===== src/rtl/product_accumulator.sv =====
// ----------------------------------------------------------------------------
// product_accumulator
//
// Purpose:
//   This stage sits after the registered 32x32 multiplier. It adds BATCH
//   unsigned products into a wide accumulator. For each completed batch it
//   emits one sum over a valid/ready handshake, which gives the multiplier
//   datapath a dot-product / MAC capability.
//
// Configuration macro:
//   PRODACC_SATURATE_EN
//     defined   : on a carry out of ACC_W the accumulator clamps to
//                 2^ACC_W-1 and stays clamped for the rest of the batch.
//     undefined : the sum wraps modulo 2^ACC_W.
//   In both builds out_ovf reports the overflow with the batch sum.
//
// Ports:
//   clk        in   1       rising-edge clock
//   reset      in   1       asynchronous, active-high reset
//   in_prod    in   PROD_W  unsigned product from the multiplier
//   in_valid   in   1       in_prod is valid this cycle
//   in_ready   out  1       stage accepts in_prod this cycle
//   clear      in   1       synchronous discard of the partial batch
//   out_sum    out  ACC_W   batch sum
//   out_count  out  CNT_W   number of products in out_sum (always BATCH)
//   out_ovf    out  1       batch sum overflowed ACC_W
//   out_valid  out  1       out_sum/out_count/out_ovf are valid
//   out_ready  in   1       consumer takes out_sum this cycle
// ----------------------------------------------------------------------------
module product_accumulator #(
    parameter int PROD_W = 64,
    parameter int ACC_W  = 72,
    parameter int BATCH  = 16,
    parameter int CNT_W  = $clog2(BATCH + 1)
) (
    input  logic              clk,
    input  logic              reset,
    input  logic [PROD_W-1:0] in_prod,
    input  logic              in_valid,
    output logic              in_ready,
    input  logic              clear,
    output logic [ACC_W-1:0]  out_sum,
    output logic [CNT_W-1:0]  out_count,
    output logic              out_ovf,
    output logic              out_valid,
    input  logic              out_ready
);

    typedef enum logic [0:0] {
        ST_ACCUM = 1'b0,
        ST_HOLD  = 1'b1
    } state_t;

    localparam logic [CNT_W-1:0] LP_LAST  = CNT_W'(BATCH - 1);
    localparam logic [CNT_W-1:0] LP_BATCH = CNT_W'(BATCH);
    localparam logic [ACC_W-1:0] LP_MAX   = {ACC_W{1'b1}};

    state_t            r_state;
    logic [ACC_W-1:0]  r_acc;
    logic [CNT_W-1:0]  r_cnt;
    logic              r_ovf;
    logic              r_in_ready;
    logic [ACC_W-1:0]  r_out_sum;
    logic [CNT_W-1:0]  r_out_count;
    logic              r_out_ovf;
    logic              r_out_valid;

    logic              w_accept;
    logic              w_xfer;
    logic [ACC_W-1:0]  w_base_acc;
    logic [CNT_W-1:0]  w_base_cnt;
    logic              w_base_ovf;
    logic [ACC_W:0]    w_prod_ext;
    logic [ACC_W:0]    w_sum;
    logic              w_carry;
    logic [ACC_W-1:0]  w_next_acc;
    logic              w_next_ovf;
    logic              w_last;

    assign w_accept = in_valid & r_in_ready;
    assign w_xfer   = r_out_valid & out_ready;

    // A clear that arrives together with an accept starts a new batch that
    // holds only this product, so the add is based on zero, not on the old acc.
    assign w_base_acc = clear ? {ACC_W{1'b0}} : r_acc;
    assign w_base_cnt = clear ? {CNT_W{1'b0}} : r_cnt;
    assign w_base_ovf = clear ? 1'b0 : r_ovf;

    // The add is one bit wider than ACC_W. Its top bit is the carry.
    assign w_prod_ext = {{(ACC_W + 1 - PROD_W){1'b0}}, in_prod};
    assign w_sum      = {1'b0, w_base_acc} + w_prod_ext;
    assign w_carry    = w_sum[ACC_W];

`ifdef PRODACC_SATURATE_EN
    // Once clamped, every later add carries again or adds zero, so the
    // accumulator stays at the maximum until the batch ends.
    assign w_next_acc = w_carry ? LP_MAX : w_sum[ACC_W-1:0];
`else
    assign w_next_acc = w_sum[ACC_W-1:0];
`endif

    assign w_next_ovf = w_base_ovf | w_carry;
    assign w_last     = (w_base_cnt == LP_LAST);

    // Control FSM with the accumulator datapath and registered handshake outputs.
    always_ff @(posedge clk or posedge reset) begin
        if (reset) begin
            r_state     <= ST_ACCUM;
            r_acc       <= {ACC_W{1'b0}};
            r_cnt       <= {CNT_W{1'b0}};
            r_ovf       <= 1'b0;
            r_in_ready  <= 1'b1;
            r_out_sum   <= {ACC_W{1'b0}};
            r_out_count <= {CNT_W{1'b0}};
            r_out_ovf   <= 1'b0;
            r_out_valid <= 1'b0;
        end else begin
            case (r_state)
                ST_ACCUM: begin
                    if (w_accept) begin
                        if (w_last) begin
                            r_out_sum   <= w_next_acc;
                            r_out_ovf   <= w_next_ovf;
                            r_out_count <= LP_BATCH;
                            r_out_valid <= 1'b1;
                            r_acc       <= {ACC_W{1'b0}};
                            r_cnt       <= {CNT_W{1'b0}};
                            r_ovf       <= 1'b0;
                            r_in_ready  <= 1'b0;
                            r_state     <= ST_HOLD;
                        end else begin
                            r_acc <= w_next_acc;
                            r_cnt <= w_base_cnt + CNT_W'(1);
                            r_ovf <= w_next_ovf;
                        end
                    end else if (clear) begin
                        r_acc <= {ACC_W{1'b0}};
                        r_cnt <= {CNT_W{1'b0}};
                        r_ovf <= 1'b0;
                    end else begin
                        r_acc <= r_acc;
                    end
                end
                ST_HOLD: begin
                    // clear is ignored here so that a held result is never dropped.
                    if (w_xfer) begin
                        r_out_valid <= 1'b0;
                        r_in_ready  <= 1'b1;
                        r_state     <= ST_ACCUM;
                    end else begin
                        r_out_valid <= 1'b1;
                    end
                end
                default: begin
                    r_state     <= ST_ACCUM;
                    r_in_ready  <= 1'b1;
                    r_out_valid <= 1'b0;
                end
            endcase
        end
    end

    assign in_ready  = r_in_ready;
    assign out_sum   = r_out_sum;
    assign out_count = r_out_count;
    assign out_ovf   = r_out_ovf;
    assign out_valid = r_out_valid;

endmodule

===== config.mk =====
export PLATFORM = sky130hd
export DESIGN_NAME = product_accumulator
export DESIGN_NICKNAME = d
export VERILOG_FILES = /design/src/rtl/product_accumulator.sv
export SDC_FILE = /design/constraint.sdc
export NUM_CORES = 1
export LEC_CHECK = 0
export BUFFER_PORTS_ARGS = -buffer_cell sky130_fd_sc_hd__buf_4
export CAP_MARGIN = 5
export CORE_MARGIN = 4
export CORE_UTILIZATION = 59
export DETAILED_ROUTE_END_ITERATION = 10
export PLACE_DENSITY = 0.82
export SYNTH_ARGS = -nofsm -noshare
export SYNTH_HDL_FRONTEND = slang
export SYNTH_SLANG_ARGS = --single-unit

===== constraint.sdc =====
create_clock -name clk -period 4.64 [get_ports clk]
set_input_delay 0 -clock clk [delete_from_list [all_inputs] [get_ports clk]]
set_output_delay 0 -clock clk [all_outputs]
set_load 0.005 [all_outputs]

# Word level (Yosys, flattened, before mapping)
# Cells that the tools add are included.
# op_classes
bitwise	4
mux	20
n_addsub	2
n_reduce_logical	3
n_eq_ne	4
# ops
op	count
72-bit two-way mux	3
72-bit by 64-bit adder with 73-bit output	1
5-bit two-way mux	3
1-bit two-way mux	11
1-bit case mux with 2 select lines	3
3-bit AND reduction	2
5-bit by 1-bit adder with 5-bit output, second input constant	1
5-bit by 4-bit == test with 1-bit output, second input constant	1
2-bit inequality test, second input constant	2
1-bit AND	2
2-bit by 1-bit inequality test with 1-bit output, second input constant	1
2-bit AND reduction	1
1-bit inverter	1
1-bit OR	1
# totals
out_inout_bits	80
input_bits	69
register_bits	155

# Logic depth before layout (Yosys ltp)
# logic_depth
word_depth	5
ltp_mapped	18
mapped_depth_nobuf	13

# Worst setup path after synthesis
# Ideal clock, no wire load.
# synth_path
path_type	input to register
startpoint	input port clear
endpoint	register r_out_sum[68] (netlist: out_sum[68])
setup_slack_ns	0.730
setup_time_ns	0.069
cell_stages	18
required_time_ns	4.571
arrival_ns	3.841
n_path_buf	5
cell_sequence	clkbuf_1 > clkbuf_1 > clkbuf_1 > clkbuf_1 > nor2b_1 > ha_1 > fa_1 > a21o_1 > nand4_1 > nand3_1 > a311oi_2 > a211oi_2 > o211ai_2 > o41ai_4 > a41o_1 > buf_2 > a2111o_1 > nand3_1
# synth_via
elab_chain_cells	3
# synth_lines
element	line	source
start: declaration	41	input logic clear,
parallel branches: the longest is 3 deep, another holds 72-bit by 64-bit adder with 73-bit output	--	
end signal: assignment	113	r_out_sum <= {ACC_W{1'b0}};
end signal: assignment	122	r_out_sum <= w_next_acc;
end: declaration	63	logic [ACC_W-1:0] r_out_sum;
# Parallel ways; which one is timed is not known.
# A chain may end at the register's enable or synchronous reset.

# Worst setup path after layout
# layout_path
startpoint	register r_acc[10]
endpoint	register r_acc[71]
# layout_via
elab_chain_cells	4
# layout_lines
element	line	source
start: declaration	59	logic [ACC_W-1:0] r_acc;
start signal: assignment	109	r_acc <= {ACC_W{1'b0}};
start signal: assignment	126	r_acc <= {ACC_W{1'b0}};
start signal: assignment	132	r_acc <= w_next_acc;
72-bit two-way mux	--	
72-bit by 64-bit adder with 73-bit output	91	assign w_sum = {1'b0, w_base_acc} + w_prod_ext;
72-bit two-way mux	121	if (w_last) begin
72-bit two-way mux	120	if (w_accept) begin
# Every way passes these cells.

==> qor.yml <==
drt_iter0_markers: 844
worst-slew-pin-transition_ns: 1.05
sw_frac_of_total: 0.257
ys_types: 73
endpoint_kind: "flop"
rsz0062_at_grt: "no"
port_buffers: 144
drc_errors: 0
relSlewSlack: 0.295
nets: 1451
clock_power_share: 0.460
period_minus_slack_ns: 3.82
cts_buffers: 17
reg2reg_slack_ns: 0.82
postRouteWirelength_mm: 29.0
seq_area_frac_synth: 0.375
ys_ff_latch: 155
p_seq_frac: 0.454
synth-edff-count: 0
syn_area_sq_um: 10400
vias_per_cell: 6.14
final_max_slew_viol_count: 0
status: "completed"
vias: 9541
combinationalPowerShare: 0.086
drt-wirelength-per-cell_microns: 18.6
post-dp-hpwl_mm: 20.9
synth-compound-area-share: 0.228
ant_nets: 0
fin_tns_setup_ns: 0
synth_top_family_by_area: "compound AO/OA/AOI/OAI gates"
clock.fmax_ghz: 0.262
cts_max_level: 4
final_common_cell: "nand2_1"
internal_power_w: 0.00221
root_buffer: "clkbuf_16"
hp-class: "in -> reg"
grt_pass1_vias: 9287
worstPathArrival_ns: 4.18
crit_path_start: "r_acc[10]"
min_path_cells: 3
grt_use_total: 0.292
core-area_sq_um: 17200
dieArea_sq_um: 19700
switchingPower_w: 0.000764
fin_crit_sh: 0.823
maxCapViolations: 0
regToRegEndpoint: "r_acc[71]"
worst_slack_ns: 0.821
dp_slack_ns: 0.801
path_clk_slew_ns: 0.07
finClkSkew_ns: 0.0122
clkLatencyLatePin_ns: 0.43
ctsResizeCount: 0
syn-instance-count: 1207
mostFrequentLayoutCells: "nand2_1, dfrtp_1, buf_4"
synthToLayoutAreaGrowth_pct: 17.3
routabilityCongestion: 0.959
setup_violations: 0
power_leakage_nw: 6.00
synthXorXnorAreaFrac: 0.0508
worstSetupPathType: "reg -> reg"
holdPathEnd: "r_cnt[0]"
r2r_start: "r_acc[10]"
ios: 149
pwr_density_cell_nw_per_um2: 245
cts_sinks: 155
synth_warnings: 0
cp.required_ns: 5.00
synth_mux_area_frac: 0.0170
cts_tree: "done"
grt_pass1_wl_mm: 47.2
r2r_cells: 11
syn_area_per_cell_sq_um: 8.58
dr.pass1.iters: 5
grt_max_degree: 104
clockBufferDepth: 2
ys_async_sr_fraction: 1.00
placementRows: 48
ys.flop_type: "dfrtp_1"
vdd_ir_drop_max_mv: 0.263
synthSimpleGateAreaFrac: 0.212
hp-start: "in_valid"
die_w_microns: 140
drive_gt1_frac: 0.165
num_antenna_cells: 0
start_kind: "flop"
synthAdderAreaFrac: 0.0805
final-hold-violation-count: 0
overflow: 0
die_h_microns: 140
antenna_found_initial: 0
cp_max_fo: 7
initial_utilization: 0.601
[flip-flops by register name (all words and copies together) (netlist names)]
name       cells
r_state        1
out_ovf        1
out_valid      1
r_cnt          5
r_ovf          1
r_acc         72
out_sum       72
in_ready       1
out_count      1
[area by class of cell]
type                            count  area, sq um
Tap cell                          225          282
Inverter                           28          110
Clock inverter                     12          113
Fill cell                        1362         5090
Multi-Input combinational cell    959         6130
Sequential cell                   155         3880
Clock buffer                       20          457
Timing Repair Buffer              155         1170
[how the worst max path moves through the flow]
stage,endpoint,slack [ns],cells past startpoint
global route,r_acc[71],0.66,11
detailed placement,r_acc[41],0.80,13
CTS,r_acc[71],0.95,11
finish,r_acc[71],0.82,11
global placement,out_sum[47],0.86,13
floorplan,out_count[4],0.46,1
[worst max-delay path, cell delays in order, from the launching register on]
cell,delay [ns]
dfrtp_1,0.38
nor2b_1,0.14
ha_1,0.43
nand3_2,0.15
nor2_1,0.24
o2111ai_1,0.23
and3_1,0.31
o31a_1,0.41
o31ai_4,0.55
a21oi_1,0.27
or4_1,0.56
nand3_1,0.09
[stage by stage]
| stage | area, sq um | std cells | power (W) | hold slack, ns | utilization |
|---|---|---|---|---|---|
| after CTS | 12100 | 1554 | 0.00298 | 0.0206 | 0.705 |
| after detailed placement | 11500 | 1518 | 0.00163 | 0.277 | 0.669 |
| final | 12100 | 1554 | 0.00298 | 0.0259 | 0.705 |
| after global routing | 12100 | 1554 | 0.00307 | 0.0276 | 0.705 |
| after global placement | 11500 | 1518 | 0.00162 | 0.277 | 0.669 |
| after floorplan | 10400 | 1210 | 0.00153 | 0.219 | - |
[power groups by stage]
| stage | clock [W] | sequential [W] | combinational [W] |
|---|---|---|---|
| after global routing | 0.00144 | 0.00135 | 0.000280 |
| after global placement | 0 | 0.00138 | 0.000247 |
| after floorplan | 0 | 0.00138 | 0.000153 |
| after detailed placement | 0 | 0.00138 | 0.000249 |
| final | 0.00137 | 0.00135 | 0.000256 |
| after CTS | 0.00138 | 0.00135 | 0.000253 |
[metal layers]
layer  vias up  GRT usage  wire length, microns
met4         0     0.0918                   721
met3        59     0.0512                  1540
met1      4601      0.388                 12600
li1       4529          -                     -
met2       352      0.488                 14100
met5         -          0                     0
[cells by family after synthesis]
family	count (synthesis)
other cells	1
simple gates	465
mux	16
fa+ha+maj	66
xor+xnor	60
compound gates	348
buf+inv	96
flops	155
[synthesized netlist by cell type, types with 13 or more instances]
library cell,n,share of area
mux2_2,13,0.014
a22o_1,52,0.044
a21oi_1,97,0.047
nor2b_1,76,0.046
clkbuf_1,57,0.021
nand4_1,25,0.015
nand3_1,36,0.017
nand2_1,214,0.078
o21a_1,13,0.0094
xor2_1,29,0.025
nor3_1,19,0.0092
o21ai_0,84,0.041
o21bai_1,15,0.011
dfrtp_1,154,0.37
nor2_1,50,0.018
ha_1,65,0.079
xnor2_1,31,0.026
inv_1,28,0.010
[timing repair]
action,CTS,global route
hold endpoints to repair,107,0
endpoints found under the setup margin,0,0
hold buffers,4,0
setup buffers,0,0
(Power assumes the default switching activity.)
